==> src/rtl/logic_op_arbiter.sv <==
// logic_op_arbiter: round-robin arbiter sharing one registered bitwise logic unit among N_REQ requesters.
// Define LOGIC_OP_ARBITER_STATS_EN to add per-requester saturating grant counters (grant_cnt).
module logic_op_arbiter #(
  parameter  int N_REQ = 4,
  parameter  int WIDTH = 8,
  localparam int ID_W  = $clog2(N_REQ)
) (
  input  logic                   clk,
  input  logic                   rst,
  input  logic [N_REQ-1:0]       req_valid,
  output logic [N_REQ-1:0]       req_ready,
  input  logic [3*N_REQ-1:0]     req_op,
  input  logic [WIDTH*N_REQ-1:0] req_a,
  input  logic [WIDTH*N_REQ-1:0] req_b,
  output logic                   rsp_valid,
  input  logic                   rsp_ready,
  output logic [WIDTH-1:0]       rsp_data,
  output logic [ID_W-1:0]        rsp_id,
  output logic [2:0]             rsp_op
`ifdef LOGIC_OP_ARBITER_STATS_EN
  ,
  output logic [16*N_REQ-1:0]    grant_cnt
`endif
);

  typedef enum logic {IDLE, RESP} state_t;

  typedef enum logic [2:0] {
    OP_AND  = 3'd0,
    OP_OR   = 3'd1,
    OP_NAND = 3'd2,
    OP_NOR  = 3'd3,
    OP_XOR  = 3'd4,
    OP_XNOR = 3'd5,
    OP_NOT  = 3'd6,
    OP_BUF  = 3'd7
  } op_t;

  function automatic logic [WIDTH-1:0] logic_fn(input logic [2:0] op,
                                                input logic [WIDTH-1:0] a,
                                                input logic [WIDTH-1:0] b);
    logic [WIDTH-1:0] y;
    y = a;
    case (op_t'(op))
      OP_AND:  y = a & b;
      OP_OR:   y = a | b;
      OP_NAND: y = ~(a & b);
      OP_NOR:  y = ~(a | b);
      OP_XOR:  y = a ^ b;
      OP_XNOR: y = ~(a ^ b);
      OP_NOT:  y = ~a;
      OP_BUF:  y = a;
    endcase
    return y;
  endfunction

  state_t          state, state_next;
  logic [ID_W-1:0] rr_ptr, rr_next;
  logic [ID_W-1:0] grant_idx, cand;
  logic            grant_any, can_accept, accept;
  logic [2:0]       sel_op;
  logic [WIDTH-1:0] sel_a, sel_b;

  // Rotating priority scan starting at rr_ptr; first valid requester wins.
  // NOTE: every always_comb output gets a default before any branch so no latch is inferred.
  always_comb begin
    grant_any = 1'b0;
    grant_idx = '0;
    cand      = '0;
    for (int k = 0; k < N_REQ; k++) begin
      cand = ID_W'((int'(rr_ptr) + k) % N_REQ);
      if (!grant_any && req_valid[cand]) begin
        grant_any = 1'b1;
        grant_idx = cand;
      end
    end
  end

  assign can_accept = !rst && ((state == IDLE) || rsp_ready);
  assign accept     = can_accept && grant_any;
  assign rr_next    = (grant_idx == ID_W'(N_REQ - 1)) ? '0 : grant_idx + 1'b1;

  assign sel_op = req_op[int'(grant_idx)*3 +: 3];
  assign sel_a  = req_a[int'(grant_idx)*WIDTH +: WIDTH];
  assign sel_b  = req_b[int'(grant_idx)*WIDTH +: WIDTH];

  always_comb begin
    req_ready = '0;
    if (accept) req_ready[grant_idx] = 1'b1;
  end

  always_comb begin
    state_next = state;
    case (state)
      IDLE:    if (accept) state_next = RESP;
      RESP:    if (rsp_ready && !accept) state_next = IDLE;
      default: state_next = IDLE;
    endcase
  end

  // NOTE: sequential state uses non-blocking assignments so all flops update from pre-edge values.
  always_ff @(posedge clk) begin
    if (rst) state <= IDLE;
    else     state <= state_next;
  end

  assign rsp_valid = (state == RESP);

  // Result registers only load on a grant, so they hold while the consumer stalls or after draining.
  always_ff @(posedge clk) begin
    if (rst) begin
      rr_ptr   <= '0;
      rsp_data <= '0;
      rsp_id   <= '0;
      rsp_op   <= '0;
    end else if (accept) begin
      rr_ptr   <= rr_next;
      rsp_data <= logic_fn(sel_op, sel_a, sel_b);
      rsp_id   <= grant_idx;
      rsp_op   <= sel_op;
    end
  end

`ifdef LOGIC_OP_ARBITER_STATS_EN
  logic [15:0] cnt_q [N_REQ];

  // NOTE: this counter array is a handful of flops, not a RAM macro, so a full reset is legitimate here.
  always_ff @(posedge clk) begin
    if (rst) begin
      for (int i = 0; i < N_REQ; i++) cnt_q[i] <= '0;
    end else if (accept && (cnt_q[grant_idx] != 16'hFFFF)) begin
      cnt_q[grant_idx] <= cnt_q[grant_idx] + 16'd1;
    end
  end

  always_comb begin
    grant_cnt = '0;
    for (int i = 0; i < N_REQ; i++) grant_cnt[16*i +: 16] = cnt_q[i];
  end
`endif

endmodule

==> config.mk <==
export PLATFORM = sky130hd
export DESIGN_NAME = logic_op_arbiter
export DESIGN_NICKNAME = d
export VERILOG_FILES = /design/src/rtl/logic_op_arbiter.sv
export SDC_FILE = /design/constraint.sdc
export NUM_CORES = 1
export LEC_CHECK = 0
export CAP_MARGIN = 20
export CORE_MARGIN = 2
export CORE_UTILIZATION = 39
export CTS_CLUSTER_DIAMETER = 100
export DETAILED_ROUTE_END_ITERATION = 16
export GPL_ROUTABILITY_DRIVEN = 0
export PLACE_DENSITY = 0.78
export SLEW_MARGIN = 20
export SYNTH_ARGS = -nofsm -noshare
export SYNTH_HDL_FRONTEND = slang
export SYNTH_SLANG_ARGS = --single-unit
==> constraint.sdc <==
create_clock -name clk -period 3.1 [get_ports clk]
set_input_delay 0.62 -clock clk [delete_from_list [all_inputs] [get_ports clk]]
set_output_delay 0.62 -clock clk [all_outputs]
set_load 0.02 [all_outputs]
==> key figures <==
Timing
  • Final Cycle Share: 0.944
  • Highest Clock Rate: 342 MHz
  • Tmin final: 2.93 ns
  • Final Setup Violations: 0
  • RSZ-0062 raised after global routing: no
  • Final Hold Fails: 0
  • Setup_tns: 0 ns
  • Slew Limit Fails: 0
  • Final hold slack: around 0.46 ns
  • Worst clock skew: 0.000684 ns
  • Max-slew headroom: 0.431
  • Slew @ Worst Pin: about 0.85 ns

Floorplanning
  • I/O pin count: 101
  • Die Y: between 80 and 90 um
  • Die width: 81.1 um
  • Core Footprint: 5820 um2
  • Rows: 28
  • Initial core utilization: 0.399
  • Die area: 6580 um2

CTS
  • H-tree Lvls: 1
  • TritonCTS Buffers: 3
  • Post-CTS Hold Buffers: 0
  • Clock latency at the later pin of the worst-skew pair: 0.25 ns
  • Root Buffer: clkbuf_8
  • CTS tree: yes
  • CTS sink cnt: 16
  • Postcts setup bufs: 0
  • Maximum clock insertion buffer count: 2
  • Reg clk slew, reported paths: 0.06 ns

Placement
  • Area after DPL: ~3800 um2
  • Placed insts: slightly above 500
  • Number of port buffers: 100
  • Post-DP HPWL: 6.21 mm

Setup path
  • Worst Setup EP: req_ready[1]
  • CP Data Required Time: 2.48 ns
  • Reg2reg path depth: 9
  • RR Endpoint: rsp_data[5]
  • WP data arrival: around 2.3 ns
  • Critical path peak fanout: 6
  • Setup crit start: req_valid[2]
  • Crit path capture type: primary output
  • Crit path kind: in2out
  • Startpoint Class: primary input
  • R2R Path Start: rr_ptr[1]
  • Reg2reg setup slack: 0.43 ns

Logic synthesis
  • Post-synth top area share: 0.181
  • Ranking of synthesized cells by area: mux2i_1, dfxtp_1, ha_1
  • Number of synthesized flops with an enable pin: 0
  • Post-synth top flop: dfxtp_1
  • Cell area after synthesis: 2320 um2
  • Yosys top cell by area: mux2i_1
  • Syn Nets: 400
  • Flop and latch count out of synthesis: 16
  • Netlist cell types: 52
  • Synth async-reset ratio: 0
  • Synth Area per Inst: 7.81 um2
  • Register area share after synthesis: 0.138
  • Syn Inst Count: between 200 and 300
  • Syn. warnings: 0

GRT
  • First-pass GRT wire length: 12.1 mm
  • Global route overflow: 0
  • Pin count of the biggest net entering global routing: 15
  • Total Routing Usage GR: 0.231
  • Initial antenna violation count: 0
  • Vias in the first global route: about 2.8k

Pwr
  • Pleak: 1.80 nW
  • VDD IR max: 0.291 mV
  • Pwr/cell area: 467 nW/um2
  • Pwr Total: 1.83 mW

Routing
  • Via density: 5.16
  • Routed wire length: 7.47 mm
  • DR vias: 2,688
  • Final ANT Viol Nets: 0
  • DR DRC count: 0
  • WL per Instance: 14.3 um
  • Drt pass-1 iters: 4
  • Starting DRT DRC Count: 97

Finish
  • Layout cells sized above 1: 0.215
  • Final instance area: 3930 um2
  • Fin cells: 521
  • P&R area growth vs syn: 69.3%
  • ANT cells: 0
  • Final nets: 550

Run status
  • Status: completed

Hold path
  • Hold crit path type: reg2reg
  • Hold Path Stages: 2

Run
  • Max_cap viols: 0
metrics by stage:
step	worst slack, ns	utilization
2_1_floorplan	0.0427	-
3_3_place_gp	-0.243	0.650
3_5_place_dp	-0.314	0.650
4_1_cts	-0.0256	0.664
5_1_grt	0.0523	0.675
6_report	0.175	0.675
worst max-delay path, cell delays in order:
cell and delay, ns:
dlygate4sd2_1 0.34, nand2b_1 0.16, o211a_4 0.19, nor2_8 0.21, buf_12 0.15, inv_1 0.05
ha_1 0.16, and2_1 0.14, clkdlybuf4s15_1 0.28
report_power, final:
part / internal [mW] / switching (mW) / leakage, nW / total, mW
Sequential: 0.255 / 0.0282 / 0.133 / 0.284
Combinational: 0.718 / 0.646 / 1.64 / 1.36
Clock: 0.113 / 0.0717 / 0.0288 / 0.184
Total: 1.09 / 0.746 / 1.80 / 1.83
per-layer routing:
metal | share of wire | vias up | track usage | routed length [um]
met5 | 0 | - | 0 | 0
met4 | 0.022 | 0 | 0.0678 | 165
met3 | 0.042 | 14 | 0.0322 | 313
met2 | 0.54 | 81 | 0.463 | 4000
met1 | 0.40 | 1237 | 0.247 | 2990
li1 | - | 1356 | - | -
worst min path at each step:
stage / start / to / slack (ns)
after floorplan: rr_ptr[1] / rr_ptr[1] / 0.49
after global placement: rsp_id[0] / rsp_id[0] / 0.45
after detailed placement: rsp_op[0] / rsp_op[0] / 0.46
after CTS: rsp_op[0] / rsp_op[0] / 0.46
after global routing: rsp_id[0] / rsp_id[0] / 0.49
final: rsp_op[0] / rsp_op[0] / 0.46
state kept, by name, indices dropped and copies added (netlist names):
register,count
rsp_id,2
rr_ptr,2
rsp_valid,1
rsp_op,3
rsp_data,8
kinds of logic after synthesis:
kind of cell	share of synthesized area
AO/OA/AOI/OAI	0.217
XOR/XNOR	0.0227
adder cells (fa/ha/maj)	0.108
buffers and inverters	0.0782
flip-flops	0.138
multiplexers	0.215
AND/OR/NAND/NOR	0.220
cell usage after synthesis (2+ instances only):
cell / count
ha_1: 20
o311a_1: 3
nor2_2: 3
mux2_2: 7
buf_2: 9
a21boi_0: 2
nand3_1: 8
and3_1: 3
a32oi_1: 4
and2_4: 2
o21bai_1: 2
clkbuf_1: 5
o221ai_1: 4
mux2i_1: 42
dfxtp_1: 16
o21ai_0: 15
a211o_1: 4
nand2_1: 47
nand4_1: 2
nand2b_1: 6
o211ai_1: 4
inv_1: 19
buf_6: 2
xnor2_1: 6
and2_1: 4
nor2_1: 15
a211oi_1: 5
nor2b_1: 2
a21oi_1: 11
o21a_1: 3
placed cells by master, fill, tap and decap left out, types with 4 or more instances in the layout:
| cell type | count |
|---|---|
| mux2_2 | 6 |
| ha_1 | 20 |
| nand2b_1 | 5 |
| nor2_1 | 15 |
| a21oi_1 | 11 |
| nand3_1 | 8 |
| o221ai_1 | 4 |
| dfxtp_1 | 16 |
| o21ai_0 | 15 |
| buf_4 | 57 |
| a211oi_1 | 5 |
| a211o_1 | 4 |
| xnor2_1 | 6 |
| and2_1 | 4 |
| inv_1 | 19 |
| clkbuf_8 | 4 |
| a32oi_1 | 4 |
| nand2_1 | 47 |
| clkdlybuf4s50_1 | 92 |
| o211ai_1 | 4 |
| mux2i_1 | 41 |
layout make-up:
| cell class | instances | area [um2] |
|---|---|---|
| Clock buffer | 4 | 55.1 |
| Fill cell | 494 | 1890 |
| Inverter | 20 | 75.1 |
| Multi-Input combinational cell | 244 | 1860 |
| Sequential cell | 16 | 320 |
| Tap cell | 75 | 93.8 |
| Timing Repair Buffer | 162 | 1520 |
timing repair:
| action | in CTS | in global routing |
|---|---|---|
| pin swaps | 1 | 2 |
| endpoints found under the setup margin | 10 | 12 |
| gates resized for setup | 15 | 9 |
| cloned | 0 | 1 |
(Power assumes the default switching activity.)
